`config.mk`:
```
export PLATFORM = sky130hd
export DESIGN_NAME = regfile_dump_load
export DESIGN_NICKNAME = d
export VERILOG_FILES = /design/src/rtl/regfile_dump_load.sv
export SDC_FILE = /design/constraint.sdc
export NUM_CORES = 1
export LEC_CHECK = 0
export BUFFER_PORTS_ARGS = -buffer_cell sky130_fd_sc_hd__buf_4
export CAP_MARGIN = 10
export CELL_PAD_IN_SITES_DETAIL_PLACEMENT = 0
export CELL_PAD_IN_SITES_GLOBAL_PLACEMENT = 1
export CORE_ASPECT_RATIO = 1.25
export CORE_UTILIZATION = 32
export CTS_CLUSTER_DIAMETER = 50
export DETAILED_ROUTE_END_ITERATION = 6
export HOLD_SLACK_MARGIN = 0.08
export MAX_ROUTING_LAYER = met4
export PLACE_DENSITY = 0.9
export SETUP_SLACK_MARGIN = 0.2
export SYNTH_ARGS = -nofsm -noshare
export SYNTH_HDL_FRONTEND = slang
export SYNTH_SLANG_ARGS = --single-unit
```
`constraint.sdc`:
```
create_clock -name clk -period 2.3 [get_ports clk]
set_input_delay 0 -clock clk [delete_from_list [all_inputs] [get_ports clk]]
set_output_delay 0 -clock clk [all_outputs]
set_load 0.02 [all_outputs]
```
`src/rtl/regfile_dump_load.sv`:
```
// regfile_dump_load
//   Sequencer that bulk-dumps a range of register-file entries onto a valid/ready output
//   stream, or bulk-loads a range from a valid/ready input stream (debug context
//   save/restore). Drives the regfile write port (wen1/ad1/din1) and one combinational
//   read port (ad3/dout3).
// Ports
//   clk, rst                      clock (posedge) and asynchronous active-high reset
//   cmd_valid/cmd_ready           command handshake; ready only while idle
//   cmd_load, cmd_base, cmd_len   1=load 0=dump, first address, register count minus 1
//   busy, done                    busy outside idle; done pulses for the single DONE cycle
//   rf_wen, rf_wa, rf_wd          regfile write port (registered single-cycle write pulse)
//   rf_ra, rf_rd                  regfile read address and combinational read data
//   out_valid/out_ready, out_data, out_last   dump stream
//   in_valid/in_ready, in_data                load stream
module regfile_dump_load #(
   parameter int unsigned ADDR_WIDTH = 5,
   parameter int unsigned DATA_WIDTH = 32
) (
   input  logic                  clk,
   input  logic                  rst,
   input  logic                  cmd_valid,
   output logic                  cmd_ready,
   input  logic                  cmd_load,
   input  logic [ADDR_WIDTH-1:0] cmd_base,
   input  logic [ADDR_WIDTH-1:0] cmd_len,
   output logic                  busy,
   output logic                  done,
   output logic                  rf_wen,
   output logic [ADDR_WIDTH-1:0] rf_wa,
   output logic [DATA_WIDTH-1:0] rf_wd,
   output logic [ADDR_WIDTH-1:0] rf_ra,
   input  logic [DATA_WIDTH-1:0] rf_rd,
   output logic                  out_valid,
   input  logic                  out_ready,
   output logic [DATA_WIDTH-1:0] out_data,
   output logic                  out_last,
   input  logic                  in_valid,
   output logic                  in_ready,
   input  logic [DATA_WIDTH-1:0] in_data
);

   typedef enum logic [1:0] {StIdle, StDump, StLoad, StDone} state_e;

   localparam logic [ADDR_WIDTH-1:0] AddrOne = ADDR_WIDTH'(1);

   state_e                  state_q;
   logic [ADDR_WIDTH-1:0]   addr_q;
   logic [ADDR_WIDTH-1:0]   remaining_q;
   logic                    rf_wen_q;
   logic [ADDR_WIDTH-1:0]   rf_wa_q;
   logic [DATA_WIDTH-1:0]   rf_wd_q;
   logic                    cmd_ready_q;
   logic                    busy_q;
   logic                    done_q;
   logic                    out_valid_q;
   logic                    out_last_q;
   logic                    in_ready_q;

   logic                    out_xfer;
   logic                    in_xfer;
   logic [ADDR_WIDTH-1:0]   remaining_dec;
   logic [ADDR_WIDTH-1:0]   addr_inc;

   assign out_xfer      = out_valid_q & out_ready;
   assign in_xfer       = in_ready_q & in_valid;
   // Saturate at zero so a stray decrement can never wrap the count.
   assign remaining_dec = (remaining_q != '0) ? remaining_q - AddrOne : remaining_q;
   assign addr_inc      = addr_q + AddrOne;

   always_ff @(posedge clk or posedge rst) begin
      if (rst) begin
         state_q     <= StIdle;
         addr_q      <= '0;
         remaining_q <= '0;
         rf_wen_q    <= 1'b0;
         rf_wa_q     <= '0;
         rf_wd_q     <= '0;
         cmd_ready_q <= 1'b1;
         busy_q      <= 1'b0;
         done_q      <= 1'b0;
         out_valid_q <= 1'b0;
         out_last_q  <= 1'b0;
         in_ready_q  <= 1'b0;
      end else begin
         rf_wen_q <= 1'b0;
         done_q   <= 1'b0;
         unique case (state_q)
            StIdle: begin
               if (cmd_valid) begin
                  addr_q      <= cmd_base;
                  remaining_q <= cmd_len;
                  cmd_ready_q <= 1'b0;
                  busy_q      <= 1'b1;
                  if (cmd_load) begin
                     state_q    <= StLoad;
                     in_ready_q <= 1'b1;
                  end else begin
                     state_q     <= StDump;
                     out_valid_q <= 1'b1;
                     out_last_q  <= (cmd_len == '0);
                  end
               end
            end
            StDump: begin
               // Address and flags only move on a transfer, so a stalled word stays stable.
               if (out_xfer) begin
                  addr_q      <= addr_inc;
                  remaining_q <= remaining_dec;
                  if (out_last_q) begin
                     state_q     <= StDone;
                     out_valid_q <= 1'b0;
                     out_last_q  <= 1'b0;
                     done_q      <= 1'b1;
                  end else begin
                     out_last_q <= (remaining_q == AddrOne);
                  end
               end
            end
            StLoad: begin
               if (in_xfer) begin
                  rf_wen_q    <= 1'b1;
                  rf_wa_q     <= addr_q;
                  rf_wd_q     <= in_data;
                  addr_q      <= addr_inc;
                  remaining_q <= remaining_dec;
                  if (remaining_q == '0) begin
                     state_q    <= StDone;
                     in_ready_q <= 1'b0;
                     done_q     <= 1'b1;
                  end
               end
            end
            StDone: begin
               // The final load write pulse is on rf_wen during this cycle.
               state_q     <= StIdle;
               busy_q      <= 1'b0;
               cmd_ready_q <= 1'b1;
            end
            default: begin
               state_q <= StIdle;
            end
         endcase
      end
   end

   assign cmd_ready = cmd_ready_q;
   assign busy      = busy_q;
   assign done      = done_q;
   assign rf_wen    = rf_wen_q;
   assign rf_wa     = rf_wa_q;
   assign rf_wd     = rf_wd_q;
   assign rf_ra     = addr_q;
   assign out_valid = out_valid_q;
   assign out_data  = rf_rd;
   assign out_last  = out_last_q;
   assign in_ready  = in_ready_q;

endmodule

```
==> metrics <==
Synth async-reset ratio 1.00; Worst Reg2Reg Path Length in Cells 6; DRT Pass-1 Iters 4; Hold Crit Class in2reg; Tcrit/Tclk final 0.858; Worst-path clk slew 0.10 ns; vias in the first global route 2305; max-cap violations 0; I/O Buffers 96; Hold Startpoint cmd_len[2]; setup bufs post-CTS 0; ant diodes 0; DR vias 2350; relative slew slack 0.518; gr busiest metal met2; Power, Total 0.00557 W; Hold EP remaining_q[2]; peak supply drop 0.000526 V; leading area contributor after synthesis dfrtp_1; PD cells 1300 nW/um^2; critical path arrival 2.22 ns; WHS Path Cells 4; Std-Cell Rows 37; area of the mapped netlist 2790 sq um; Total Wirelength 7.09 mm; DR iter-0 viols 120; core area 8330 sq um; buffer depth of the longest clock path 2; Routed Antenna Nets 0; worst path required time 2.54 ns; FMAX 507 MHz; fin nets 476; die area 9090 sq um; Worst R2R End remaining_q[1]; Total GRT Usage 0.163; GRT met2 Usage 0.297; Congestion Overflow GR 0; status complete, no violations; Worst Setup End Kind register; vias per cell 4.83; CTS Root Cell clkbuf_8; kind of critical path reg2reg; R2R Setup Slk 0.33 ns; Leak 1.96 nW; H-Tree Depth 2; DR DRC count 0; Post-synth top flop dfrtp_1; Synth warnings 0; Post-Syn Area per Cell 11.5 sq um; Post-Syn Instances 243; register area share after synthesis 0.503; IO Pins 161; first-pass GRT wire length 11.2 mm; RSZ-0062 raised after global routing no; Fin. Hold Viols 0; Post-synth top cells dfrtp_1, mux2_2, buf_4; die height 106 um; CTS tree built; Worst-Skew Late Latency 0.31 ns; GR Util met3 0.0326; area delta synth->final 53.7%; GPL Wtd Cong 0.819; pin count of the biggest net entering global routing 35; top-area cell type share of the netlist area 0.494; Yosys reg bits 56; distinct cell type count after synthesis 36; Worst Setup Start Kind register; endpoints failing setup 0; WL/cell 14.6 um; share of layout cells above drive strength 1 0.397; setup tns final 0 ns; Slew @ Worst Pin 0.722 ns; top cells by area, synth dfrtp_1, mux2_2, buf_4; met1 usage 0.175; EDFF count, synth 0; Slew Limit Fails 0; initial antenna violation count 0; Layout Skew 0.0143 ns; Initial Util 0.334; minimum clock period 1.97 ns; Die W 85.5 um; Num CTS Buffers 5; Critical Path Fanout Max 6; R2R Path Start state_q[1]; most frequent cell after synthesis dfrtp_1; Post-Syn Nets 330; hpwl dp 4.63 mm; clk sinks 56
-- timing repair --
| item | CTS | global route |
|---|---|---|
| endpoints found under the hold margin | 109 | 0 |
| setup endpoints to repair | 0 | 2 |
| hold buffers | 78 | 0 |
| gates resized for setup | 0 | 2 |
-- final cells by class --
class                           count  area, sq um
Tap cell                           97          121
Fill cell                         718         4050
Timing Repair Buffer              180         1560
Clock buffer                        6         72.6
Clock inverter                      2         16.3
Inverter                            9         33.8
Sequential cell                    56         1400
Multi-Input combinational cell    137         1080
-- per-layer routing --
metal,vias up,wire (um)
met5,-,0
met4,0,161
met3,16,356
met2,107,3940
met1,1125,2630
li1,1102,-
-- power breakdown --
group | leakage (nW) | switching, W | internal [W] | total, W
combinational | 1.25 | 0.00163 | 0.00154 | 0.00316
sequential | 0.660 | 0.000370 | 0.00149 | 0.00186
clock | 0.0414 | 0.000328 | 0.000218 | 0.000546
total | 1.96 | 0.00232 | 0.00324 | 0.00557
-- worst max-delay path by stage --
stage | depth (start not counted) | slack (ns) | end | start
global route | 5 | 0.24 | rf_wd[24] | state_q[0]
finish | 6 | 0.33 | remaining_q[1] | state_q[1]
detailed placement | 6 | 0.27 | remaining_q[1] | state_q[1]
floorplan | 7 | 0.33 | remaining_q[2] | state_q[1]
global placement | 6 | 0.35 | remaining_q[1] | state_q[1]
CTS | 6 | 0.25 | remaining_q[1] | state_q[1]
-- cell usage in the layout, fill, tap and decap left out, types with 5 or more instances in the layout --
cell	count
ha_1	5
inv_1	8
nor2_1	6
mux2_2	37
a21oi_1	12
o21ai_0	9
nand2_1	22
nand3_1	9
buf_4	101
clkbuf_8	5
dlygate4sd3_1	78
dfrtp_1	55
-- logic make-up after synthesis --
group | after synthesis | share of synthesized area
AOI/OAI and AO/OA | 35 | 0.0831
adders and majority gates | 7 | 0.0314
buffers and inverters | 50 | 0.115
DFF | 56 | 0.503
muxes | 40 | 0.160
and+or+nand+nor | 55 | 0.107
-- flip-flops by register name (all words and copies together), names as in the netlist, 2 cells and up --
signal and cells:
rf_wd 32, state_q 2, rf_ra 5, rf_wa 5, remaining_q 5
-- critical path: stages (launching register included) --
cell and delay (ns):
dfrtp_1 0.39, inv_1 0.09, ha_2 0.22, a21boi_4 0.15, a2111o_1 0.45, or4b_1 0.51
nand4_1 0.11
-- through the flow --
| stage | hold slack (ns) | cell area (sq um) | instances | setup slack, ns | util |
|---|---|---|---|---|---|
| after floorplan | 0.113 | 2790 | 243 | 0.330 | - |
| after global placement | 0.000137 | 3410 | 401 | 0.350 | 0.409 |
| after detailed placement | 0.000137 | 3410 | 401 | 0.272 | 0.409 |
| after CTS | 0.0961 | 4280 | 487 | 0.245 | 0.513 |
| after global routing | 0.134 | 4280 | 487 | 0.237 | 0.514 |
| final | 0.110 | 4280 | 487 | 0.326 | 0.514 |
(Power assumes the default switching activity.)
